[src/rtl/hazard_fwd_scoreboard.sv]
// hazard_fwd_scoreboard
// Operand forwarding select for the EX stage across NUM_STAGES write-back
// sources (nearest stage wins), a per-register countdown scoreboard that
// stalls ID on multi-cycle results, and a saturating stall-cycle counter.
// There is no FSM here: the scoreboard is a bank of independent down-counters.
module hazard_fwd_scoreboard #(
  parameter int REG_AW     = 5,
  parameter int NUM_STAGES = 2,
  parameter int SEL_W      = 2,
  parameter int LAT_W      = 3,
  parameter int CNT_W      = 16
) (
  input  logic                         clk,
  input  logic                         rst_n,
  input  logic [NUM_STAGES-1:0]        stage_we,
  input  logic [NUM_STAGES*REG_AW-1:0] stage_rd,
  input  logic [REG_AW-1:0]            ex_rs1,
  input  logic [REG_AW-1:0]            ex_rs2,
  output logic [SEL_W-1:0]             fwd_a,
  output logic [SEL_W-1:0]             fwd_b,
  input  logic                         id_valid,
  input  logic [REG_AW-1:0]            id_rs1,
  input  logic [REG_AW-1:0]            id_rs2,
  input  logic                         id_use_rs1,
  input  logic                         id_use_rs2,
  input  logic                         id_we,
  input  logic [REG_AW-1:0]            id_rd,
  input  logic [LAT_W-1:0]             id_lat,
  input  logic                         pipe_hold,
  input  logic                         flush,
  input  logic                         cnt_clr,
  output logic                         stall,
  output logic [(1<<REG_AW)-1:0]       busy_vec,
  output logic [CNT_W-1:0]             stall_cnt
);

  localparam int NREG = 1 << REG_AW;

  logic [LAT_W-1:0] cnt [NREG];
  logic             rs1_busy;
  logic             rs2_busy;
  logic             issue;
  logic             load_hit;

  // Forward select: scan oldest to youngest so the youngest matching stage overrides
  always_comb begin
    fwd_a = '0;
    fwd_b = '0;
    for (int i = NUM_STAGES - 1; i >= 0; i--) begin
      if (stage_we[i] && (stage_rd[i*REG_AW +: REG_AW] != '0)) begin
        if (stage_rd[i*REG_AW +: REG_AW] == ex_rs1) fwd_a = SEL_W'(i + 1);
        if (stage_rd[i*REG_AW +: REG_AW] == ex_rs2) fwd_b = SEL_W'(i + 1);
      end
    end
  end

  // Hazard detect and issue qualification; cnt[0] is held at zero so x0 never stalls
  always_comb begin
    rs1_busy = id_use_rs1 && (cnt[id_rs1] != '0);
    rs2_busy = id_use_rs2 && (cnt[id_rs2] != '0);
    stall    = id_valid && (rs1_busy || rs2_busy);
    issue    = id_valid && !stall && !pipe_hold && !flush;
    load_hit = issue && id_we && (id_rd != '0);
  end

  // Scoreboard countdowns: flush clears, hold freezes, otherwise tick down;
  // a new issue to the same rd overrides the decrement (later write wins)
  always_ff @(posedge clk or negedge rst_n) begin
    if (!rst_n) begin
      for (int r = 0; r < NREG; r++) cnt[r] <= '0;
    end else if (flush) begin
      for (int r = 0; r < NREG; r++) cnt[r] <= '0;
    end else if (!pipe_hold) begin
      for (int r = 0; r < NREG; r++) begin
        if (r == 0) begin
          cnt[r] <= '0;
        end else if (load_hit && (id_rd == REG_AW'(r))) begin
          cnt[r] <= id_lat;
        end else if (cnt[r] != '0) begin
          cnt[r] <= cnt[r] - 1'b1;
        end
      end
    end
  end

  // Busy view of the scoreboard for the hazard network
  always_comb begin
    busy_vec = '0;
    for (int r = 0; r < NREG; r++) busy_vec[r] = (cnt[r] != '0);
  end

  // Stall performance counter: clear wins, counts only cycles that really cost a slot
  always_ff @(posedge clk or negedge rst_n) begin
    if (!rst_n) begin
      stall_cnt <= '0;
    end else if (cnt_clr) begin
      stall_cnt <= '0;
    end else if (stall && !pipe_hold && !flush && !(&stall_cnt)) begin
      stall_cnt <= stall_cnt + 1'b1;
    end
  end

endmodule

[config.mk]
export PLATFORM = sky130hd
export DESIGN_NAME = hazard_fwd_scoreboard
export DESIGN_NICKNAME = d
export VERILOG_FILES = /design/src/rtl/hazard_fwd_scoreboard.sv
export SDC_FILE = /design/constraint.sdc
export NUM_CORES = 1
export LEC_CHECK = 0
export CORE_ASPECT_RATIO = 0.9
export CORE_MARGIN = 1.5
export CORE_UTILIZATION = 29
export CTS_CLUSTER_DIAMETER = 200
export DETAILED_ROUTE_END_ITERATION = 6
export GPL_TIMING_DRIVEN = 0
export PLACE_DENSITY = 0.44
export SYNTH_ARGS = -nofsm -noshare
export SYNTH_HDL_FRONTEND = slang
export SYNTH_SLANG_ARGS = --single-unit
export TNS_END_PERCENT = 5
[constraint.sdc]
create_clock -name clk -period 4.65 [get_ports clk]
set_clock_uncertainty 0.05 [all_clocks]
set_input_delay 0.465 -clock clk [delete_from_list [all_inputs] [get_ports clk]]
set_output_delay 0.465 -clock clk [all_outputs]
set_load 0.03 [all_outputs]
; Word-level counts from Yosys, hierarchy flattened
; Cells that the tools add are included.
[word_totals]
rom_bits = 0
mem_count = 0
input_bits = 49
regBits = 112
latchBits = 0
elab_cells = 335
ram_bits = 0
output_inout_bits = 53
[op_classes]
div = 0
multipliers = 0
n_shift = 0
n_reduce_logical = 150
bitwise = 2
n_mux = 80
n_lt_le_gt_ge = 2
add_sub_neg = 32
eq_ne = 36
[ops]
columns = cell, count
row1 = 2-to-1 mux 3 bit, 66
row2 = nonzero test 3 bit, 65
row3 = 2-to-1 mux 96 bit, 2
row4 = subtractor 3 x 1 -> 3 bit (second input constant), 31
row5 = equality test 5 bit (second input constant), 16
row6 = AND reduction 2 bit, 31
row7 = logical AND 1 bit, 44
row8 = equality test 5 x 4 -> 1 bit (second input constant), 8
row9 = 2-to-1 mux 16 bit, 2
row10 = binary-select mux 3 bit (select 5 bit), 2
row11 = equality test 5 x 3 -> 1 bit (second input constant), 4
row12 = equality test 5 bit, 4
row13 = adder 16 x 1 -> 16 bit (second input constant), 1
row14 = 2-to-1 mux 2 bit, 8
row15 = AND reduction 16 bit, 1
row16 = nonzero test 5 bit, 3
row17 = greater-or-equal comparator 6 bit (second input constant), 2
row18 = NOT 5 -> 6 bit, 2
row19 = equality test 5 x 2 -> 1 bit (second input constant), 2
row20 = equality test 5 x 1 -> 1 bit (second input constant), 1
row21 = zero test 1 bit, 4
row22 = != test 2 x 1 -> 1 bit (second input constant), 1
row23 = nonzero test 2 bit, 1
row24 = logical OR 1 bit, 1

; Logic depth before layout (Yosys ltp)
; Gate-level depths: netlist (run 1).
[logic_depth]
ltp_word = 18
ltp_mapped = 11
ltp_nobuf = 8

; Least setup slack after synthesis (run 1)
; No wires, ideal clock.
[synth_path]
path_type = in2out
from = input id_rs2[1]
to = output stall
path_slack_ps = 1467
path_stages = 8
required_time_ps = 4135
t_arrival_ps = 2668
n_path_buf = 3
path_cell_list = buf_2 mux4_2 a2111oi_0 a221o_1 a32oi_2 buf_4 buf_4 a21boi_0
[synth_between]
elab_chain_len = 8
[synth_lines]
columns = item, line_no
row1 = start: declaration, 23  ; input logic [REG_AW-1:0] id_rs2,
row2 = NOT 5 -> 6 bit (implied by the code), 60  ; rs2_busy = id_use_rs2 && (cnt[id_rs2] != '0);
row3 = binary-select mux 3 bit (select 5 bit), 60
row4 = 2-to-1 mux 3 bit (implied by the code) (2 in a row), 60
row5 = nonzero test 3 bit, 60
row6 = logical AND 1 bit, 60
row7 = logical OR 1 bit, 61  ; stall = id_valid && (rs1_busy || rs2_busy);
row8 = logical AND 1 bit, 61
row9 = end: declaration, 32  ; output logic stall,
; Every way passes these cells. The select of a mux whose other input is x is not followed.

; Worst setup path after layout (run 1)
; Ends and elaborated chain as after synthesis.

==> reports/results.ini, run 1 <==
[clocking]
h-tree-depth = 3
cts_tree = built
clkSlewWorstSetupHoldPaths_ns = 0.08
numClockSinks = 109
root_buffer = clkbuf_16
clkLatencyLatePin_ns = 0.38
numCtsBuffers = 9
ctsLongestPathBuffers = 2

[grt]
antenna_found_initial = 0
track_usage_pct = 23.5
grt_pass1_wl_um = 55700
grt_pass1_vias = 8728
grt_overflow = 0
grt_max_degree = 87

[min_path]
hp-class = in2reg

[timing]
hold_viol = 0
setup_viol = 0
hold_slack_ns = 0.408
min_period_ns = 4.28
rsz0062_at_grt = no
slew_violations = 0
tightest_slew_ns = 1.02
slew_headroom_pct = 32.0
finalCritPeriodShare_pct = 92.1
fmax_mhz = 233

[detailed_routing]
wirelength_um = 36800
drcViolationCount = 0
via_count = 8917
drtIter0Drc = 732
first_pass_iters = 5
ant_nets = 0
wire_per_inst_um = 23.1
routed_via_density = 5.59

[setup_path]
cp.arrival_ns = 3.77
crit_required_ns = 4.14
cp-start-kind = primary input
critPathKind = in2out
critPathMaxFanout = 10
end_kind = output pin

[logic_synthesis]
yosys_most_used_dff = dfrtp_1
yosysSeqAreaShare_pct = 30.9
synth_compound_area_share_pct = 16.5
syn_area_um2 = 8840
synthMuxAreaShare_pct = 8.96
syn_nets = 1188
synth_warnings = 0
synth_simple_gate_area_share_pct = 22.3
synth_edf_count = 0
async_reset_ff_share_pct = 100
synth_top_family_by_area = simple AND/OR/NAND/NOR gates
avgSynthCellArea_um2 = 8.22
yosys_register_bits = 109
synth_cell_types = 57
synthAdderAreaFrac_pct = 8.92
synth_xor_area_share_pct = 3.37
synth_cells = 1076

[placed_design]
gp_congestion = 0.918
postPlaceCellArea_um2 = 10400
post-dp-hpwl_um = 27000
place.port_buffers = 98

[run]
maxCapViolations = 0

[finish]
final_common_cell = inv_1
design_area_um2 = 10700
drive_gt1_share_pct = 4.20
mostFrequentLayoutCells = inv_1, nor3_1, dfrtp_1
fin_nets = 1300
area_growth_pct = 21.3
antenna_cells = 0

[die]
start_util_pct = 29.5
num_rows = 60
dieArea_um2 = 31500
die_w_um = 187
io_pins = 102
core_area_um2 = 30000
die_y_um = 169

[status]
status = finished, final reports clean

[power_and_ir_drop]
leakage_nw = 4.51
p_per_area_nw_per_um2 = 646
max-vdd-ir-drop_v = 0.000418

[worst max-delay path, cell delays in order]
cell and delay, ns:
clkdlybuf4s50_1 0.67, buf_2 0.35, mux2i_1 0.34, o32ai_1 0.13, o41ai_1 0.52, a32oi_2 0.23
buf_4 0.27, buf_4 0.18, a21boi_0 0.26, dlymetal6s2s_1 0.33
[where the power goes]
| part | internal (W) | switching (W) |
|---|---|---|
| sequential | 0.00131 | 0.000338 |
| combinational | 0.00166 | 0.00271 |
| clock | 0.000500 | 0.000404 |
| total | 0.00347 | 0.00345 |
[layer usage]
metal  part of all wire, %  GRT usage (%)
met5                     0              0
met4                   2.6           7.64
met3                   6.6           4.42
met2                    43           34.8
met1                    48           34.1
[through the flow]
step | setup slack, ns | setup TNS (ns) | std cells | power, W | util (%)
4_1_cts | 0.000616 | 0 | 1594 | 0.00692 | 35.8
2_1_floorplan | 1.47 | 0 | 1076 | 0.00441 | -
5_1_grt | 0.199 | 0 | 1594 | 0.00746 | 35.8
3_3_place_gp | -1.94 | -209.41 | 1577 | 0.00594 | 34.5
3_5_place_dp | -0.415 | -0.421 | 1578 | 0.00596 | 34.6
6_report | 0.366 | 0 | 1594 | 0.00692 | 35.8
[cell type report]
cell class | count | area, um2
repair buffers | 101 | 1030
clock inverters | 3 | 68.8
flip-flops and latches | 109 | 2730
inverters | 132 | 495
well taps | 403 | 504
fillers | 3127 | 19200
clock buffers | 11 | 253
plain buffers | 72 | 303
multi-input cells | 763 | 5340
[state kept, by name (all words and copies together) (netlist names)]
signal / flops
cnt: 93
stall_cnt: 16
[path summary, 6_finish.rpt]
| path | end | start | slack [ns] | depth (start not counted) |
|---|---|---|---|---|
| setup / recovery | stall | id_rs2[1] | 0.37 | 10 |
| min in group asynchronous | cnt[36] | rst_n | 0.47 | 2 |
| hold / removal | stall_cnt[15] | cnt_clr | 0.41 | 2 |
| setup reg to reg | cnt[1] | cnt[10] | 0.89 | 9 |
| max in group asynchronous | cnt[67] | rst_n | 3.31 | 3 |
| hold reg to reg | cnt[22] | cnt[22] | 0.51 | 2 |
[timing repair]
item | 4_1_cts | 5_1_grt
hold buffers | 1 | 0
resized for setup | 6 | 2
setup buffers | 1 | 0
endpoints found under the hold margin | 23 | 0
pin swaps | 1 | 0
setup endpoints to repair | 1 | 1
[Yosys cell counts (all sizes together) (7+ instances only)]
library cell  count  share of area [%]
nand2            49                2.1
nor2             49                2.1
inv             131                5.6
xnor2            20                2.0
buf              19                1.1
nand4            53                3.8
nor4             32                2.3
nand3            20                1.1
mux2i            69                7.8
or4               7               0.59
a211oi           10               0.85
dfrtp           109                 31
clkbuf           53                2.3
o21ai            54                3.1
a21oi            30                1.7
o31ai            47                4.0
ha               63                8.9
o221ai           31                3.1
nand2b            9               0.64
a31oi            11               0.78
nor3            128                7.2
xor2             14                1.4
[cells by family after synthesis]
logic type      count (synthesis)
buf+inv                       204
flops                         109
mux                            74
compound gates                213
other cells                     1
xor+xnor                       34
simple gates                  378
fa+ha+maj                      63
Note: power is estimated with default switching activity, not from simulation.
==> run 2: changes to the inputs <==
--- a/config.mk
+++ b/config.mk
@@ -5,6 +5,7 @@
 export SDC_FILE = /design/constraint.sdc
 export NUM_CORES = 1
 export LEC_CHECK = 0
+export ABC_CLOCK_PERIOD_IN_PS = 4650
 export CORE_ASPECT_RATIO = 0.9
 export CORE_MARGIN = 1.5
 export CORE_UTILIZATION = 29
==> results of run 2 <==
Final layout, timing and power as in run 1 (identical DEF).
==> run 3: changes to the inputs <==
--- a/config.mk
+++ b/config.mk
@@ -8,11 +8,11 @@
 export ABC_CLOCK_PERIOD_IN_PS = 4650
 export CORE_ASPECT_RATIO = 0.9
 export CORE_MARGIN = 1.5
-export CORE_UTILIZATION = 29
+export CORE_UTILIZATION = 45
 export CTS_CLUSTER_DIAMETER = 200
 export DETAILED_ROUTE_END_ITERATION = 6
 export GPL_TIMING_DRIVEN = 0
-export PLACE_DENSITY = 0.44
+export PLACE_DENSITY = 0.63
 export SYNTH_ARGS = -nofsm -noshare
 export SYNTH_HDL_FRONTEND = slang
 export SYNTH_SLANG_ARGS = --single-unit
==> constraint.sdc (replaced) <==
create_clock -name clk -period 4.65 [get_ports clk]
set_clock_uncertainty 0.05 [all_clocks]
set_input_delay 0.465 -clock clk [delete_from_list [all_inputs] [get_ports clk]]
set_output_delay 0.465 -clock clk [all_outputs]
set_load 0.01 [all_outputs]
==> run 3 against run 2 <==
  * Worst setup slack got worse by 0.28 ns
  * Utilization rose by 19 points
  * Register-to-register slack improved by 0.14 ns
  * Critical path depth did not move
  * Wire length fell by 10%
  * Power fell by 8.7%
  * Via count rose by 3.0%
  * First-iteration DRC count rose by 62%
  * Worst hold slack got worse by 0.031 ns
  * Largest cell class unchanged
  * Combinational power fell by 11%
  * Count of clock-buffer cells in the layout fell by 1
  * Clock power fell by 11%
==> reports/results.ini, run 3 (synthesis results as in run 1) <==
[status]
status = finished, final reports clean

[setup_path]
cp.arrival_ns = 4.05  ; +0.28 ns
end_kind = output pin
reg2reg_to = cnt[32]
critical_path.startpoint = id_rs2[1]
worstSetupEndpoint = stall
reg2reg_from = cnt[10]
reg2reg_depth = 9  ; unchanged
crit_required_ns = 4.14  ; about the same
r2r_slack_ns = 1.03  ; +0.14 ns
cp-start-kind = primary input
critPathKind = in2out
critPathMaxFanout = 10  ; unchanged

[clocking]
root_buffer = clkbuf_16
ctsLongestPathBuffers = 2  ; unchanged
clkLatencyLatePin_ns = 0.38  ; about the same
numCtsBuffers = 9  ; unchanged
h-tree-depth = 3  ; unchanged
numClockSinks = 109  ; unchanged
clkSlewWorstSetupHoldPaths_ns = 0.08  ; about the same
cts_tree = built

[grt]
grt_max_degree = 84  ; -3.4%
antenna_found_initial = 1  ; +1
grt_pass1_vias = 8615  ; -1.3%
grt_pass1_wl_um = 50100  ; -10%
grt_overflow = 0  ; unchanged
track_usage_pct = 32.7  ; +9.3 points

[detailed_routing]
drcViolationCount = 0  ; unchanged
ant_nets = 0  ; unchanged
drtIter0Drc = 1189  ; +62%
via_count = 9182  ; +3.0%
wire_per_inst_um = 22.8  ; -1.2%
first_pass_iters = 6  ; +1
routed_via_density = 6.35  ; +14%
wirelength_um = 32900  ; -10%

[timing]
tns_ns = 0  ; unchanged
min_period_ns = 4.57  ; +0.283 ns
fmax_mhz = 219  ; -6.2%
slew_violations = 0  ; unchanged
setup_viol = 0  ; unchanged
slew_headroom_pct = 32.9  ; +0.96 points
hold_slack_ns = 0.376  ; -0.0311 ns
hold_viol = 0  ; unchanged
rsz0062_at_grt = no
tightest_slew_ns = 0.998  ; -0.0220 ns
finalCritPeriodShare_pct = 98.2  ; +6.1 points

[finish]
fin_util_pct = 54.6  ; +19 points
area_growth_pct = 18.7
final_cells = 1445  ; -9.3%
regMostFlops = cnt
largest_reg_flops = 93  ; unchanged
final_common_cell = inv_1
reg_top3 = cnt: 93 flops, stall_cnt: 16 flops
drive_gt1_share_pct = 4.36  ; +0.16 points
mostFrequentLayoutCells = inv_1, nor3_1, dfrtp_1
fin_nets = 1301  ; +0.077%

[placed_design]
place.port_buffers = 98  ; unchanged
placedCellCount = 1425  ; -9.7%
gp_congestion = 0.979  ; +6.6%
post-dp-hpwl_um = 23600  ; -12%

[die]
dieArea_um2 = 20500  ; -35%
die_y_um = 136  ; -19%
core_area_um2 = 19200  ; -36%
die_w_um = 151  ; -19%
io_pins = 102  ; unchanged
num_rows = 48  ; -20%
start_util_pct = 46.0  ; +16 points

[power_and_ir_drop]
leakage_nw = 4.48  ; -0.78%
max-vdd-ir-drop_v = 0.000293  ; -30%
p_per_area_nw_per_um2 = 602  ; -6.7%
total_power_w = 0.00632  ; -8.7%

[run]
maxCapViolations = 0  ; unchanged

[min_path]
hp-class = in2reg

[run 3: repair_timing]
item | 4_1_cts | 5_1_grt
resized for setup | 0 | 6
buffers inserted | 0 | 2
hold buffers | 1 | 0
hold endpoints to repair | 26 | 0
setup endpoints to repair | 0 | 1
[run 3: per-layer routing]
metal  GRT usage, %  share of wire [%]
met1           47.4                 44
met2           48.1                 43
met3           7.11                 10
met4           10.4                2.7
met5              0                  0
[run 3: worst max-delay path: stages]
cell             delay [ns]
clkdlybuf4s50_1        0.69
buf_2                  0.37
mux4_2                 0.36
a2111oi_0              0.52
a221o_1                0.21
a32oi_2                0.14
buf_4                  0.28
buf_4                  0.18
a21boi_0               0.22
clkdlybuf4s50_1        0.60
[run 3: worst min path at each step]
stage / depth (start not counted) / from / slack [ns] / to
floorplan: 0 / rst_n / 0.12 / cnt[0]
global placement: 2 / cnt[67] / 0.49 / cnt[67]
detailed placement: 1 / rst_n / 0.30 / cnt[6]
CTS: 2 / cnt_clr / 0.38 / stall_cnt[3]
global route: 2 / cnt_clr / 0.42 / stall_cnt[3]
finish: 2 / cnt_clr / 0.38 / stall_cnt[3]
[run 3: stage by stage]
| step | setup WS (ns) | area [um2] |
|---|---|---|
| after floorplan | 1.83 | 8840 |
| after global placement | -1.63 | 10100 |
| after detailed placement | 0.0999 | 10200 |
| after CTS | 0.0821 | 10500 |
| after global routing | 0.0157 | 10500 |
| final | 0.0833 | 10500 |
[run 3: area by class of cell]
cell class / count / area (um2)
Fill cell: 1860 / 8720
Multi-Input combinational cell: 763 / 5330
Sequential cell: 109 / 2730
Timing Repair Buffer: 102 / 1040
Inverter: 132 / 495
Tap cell: 250 / 313
Buffer: 72 / 303
Clock buffer: 10 / 239
Clock inverter: 6 / 46.3
Antenna cell: 1 / 2.50
[run 3: power breakdown]
part / switching, W / internal (W)
Sequential: 0.000336 / 0.00131
Clock: 0.000418 / 0.000384
Combinational: 0.00222 / 0.00166
Total: 0.00297 / 0.00335
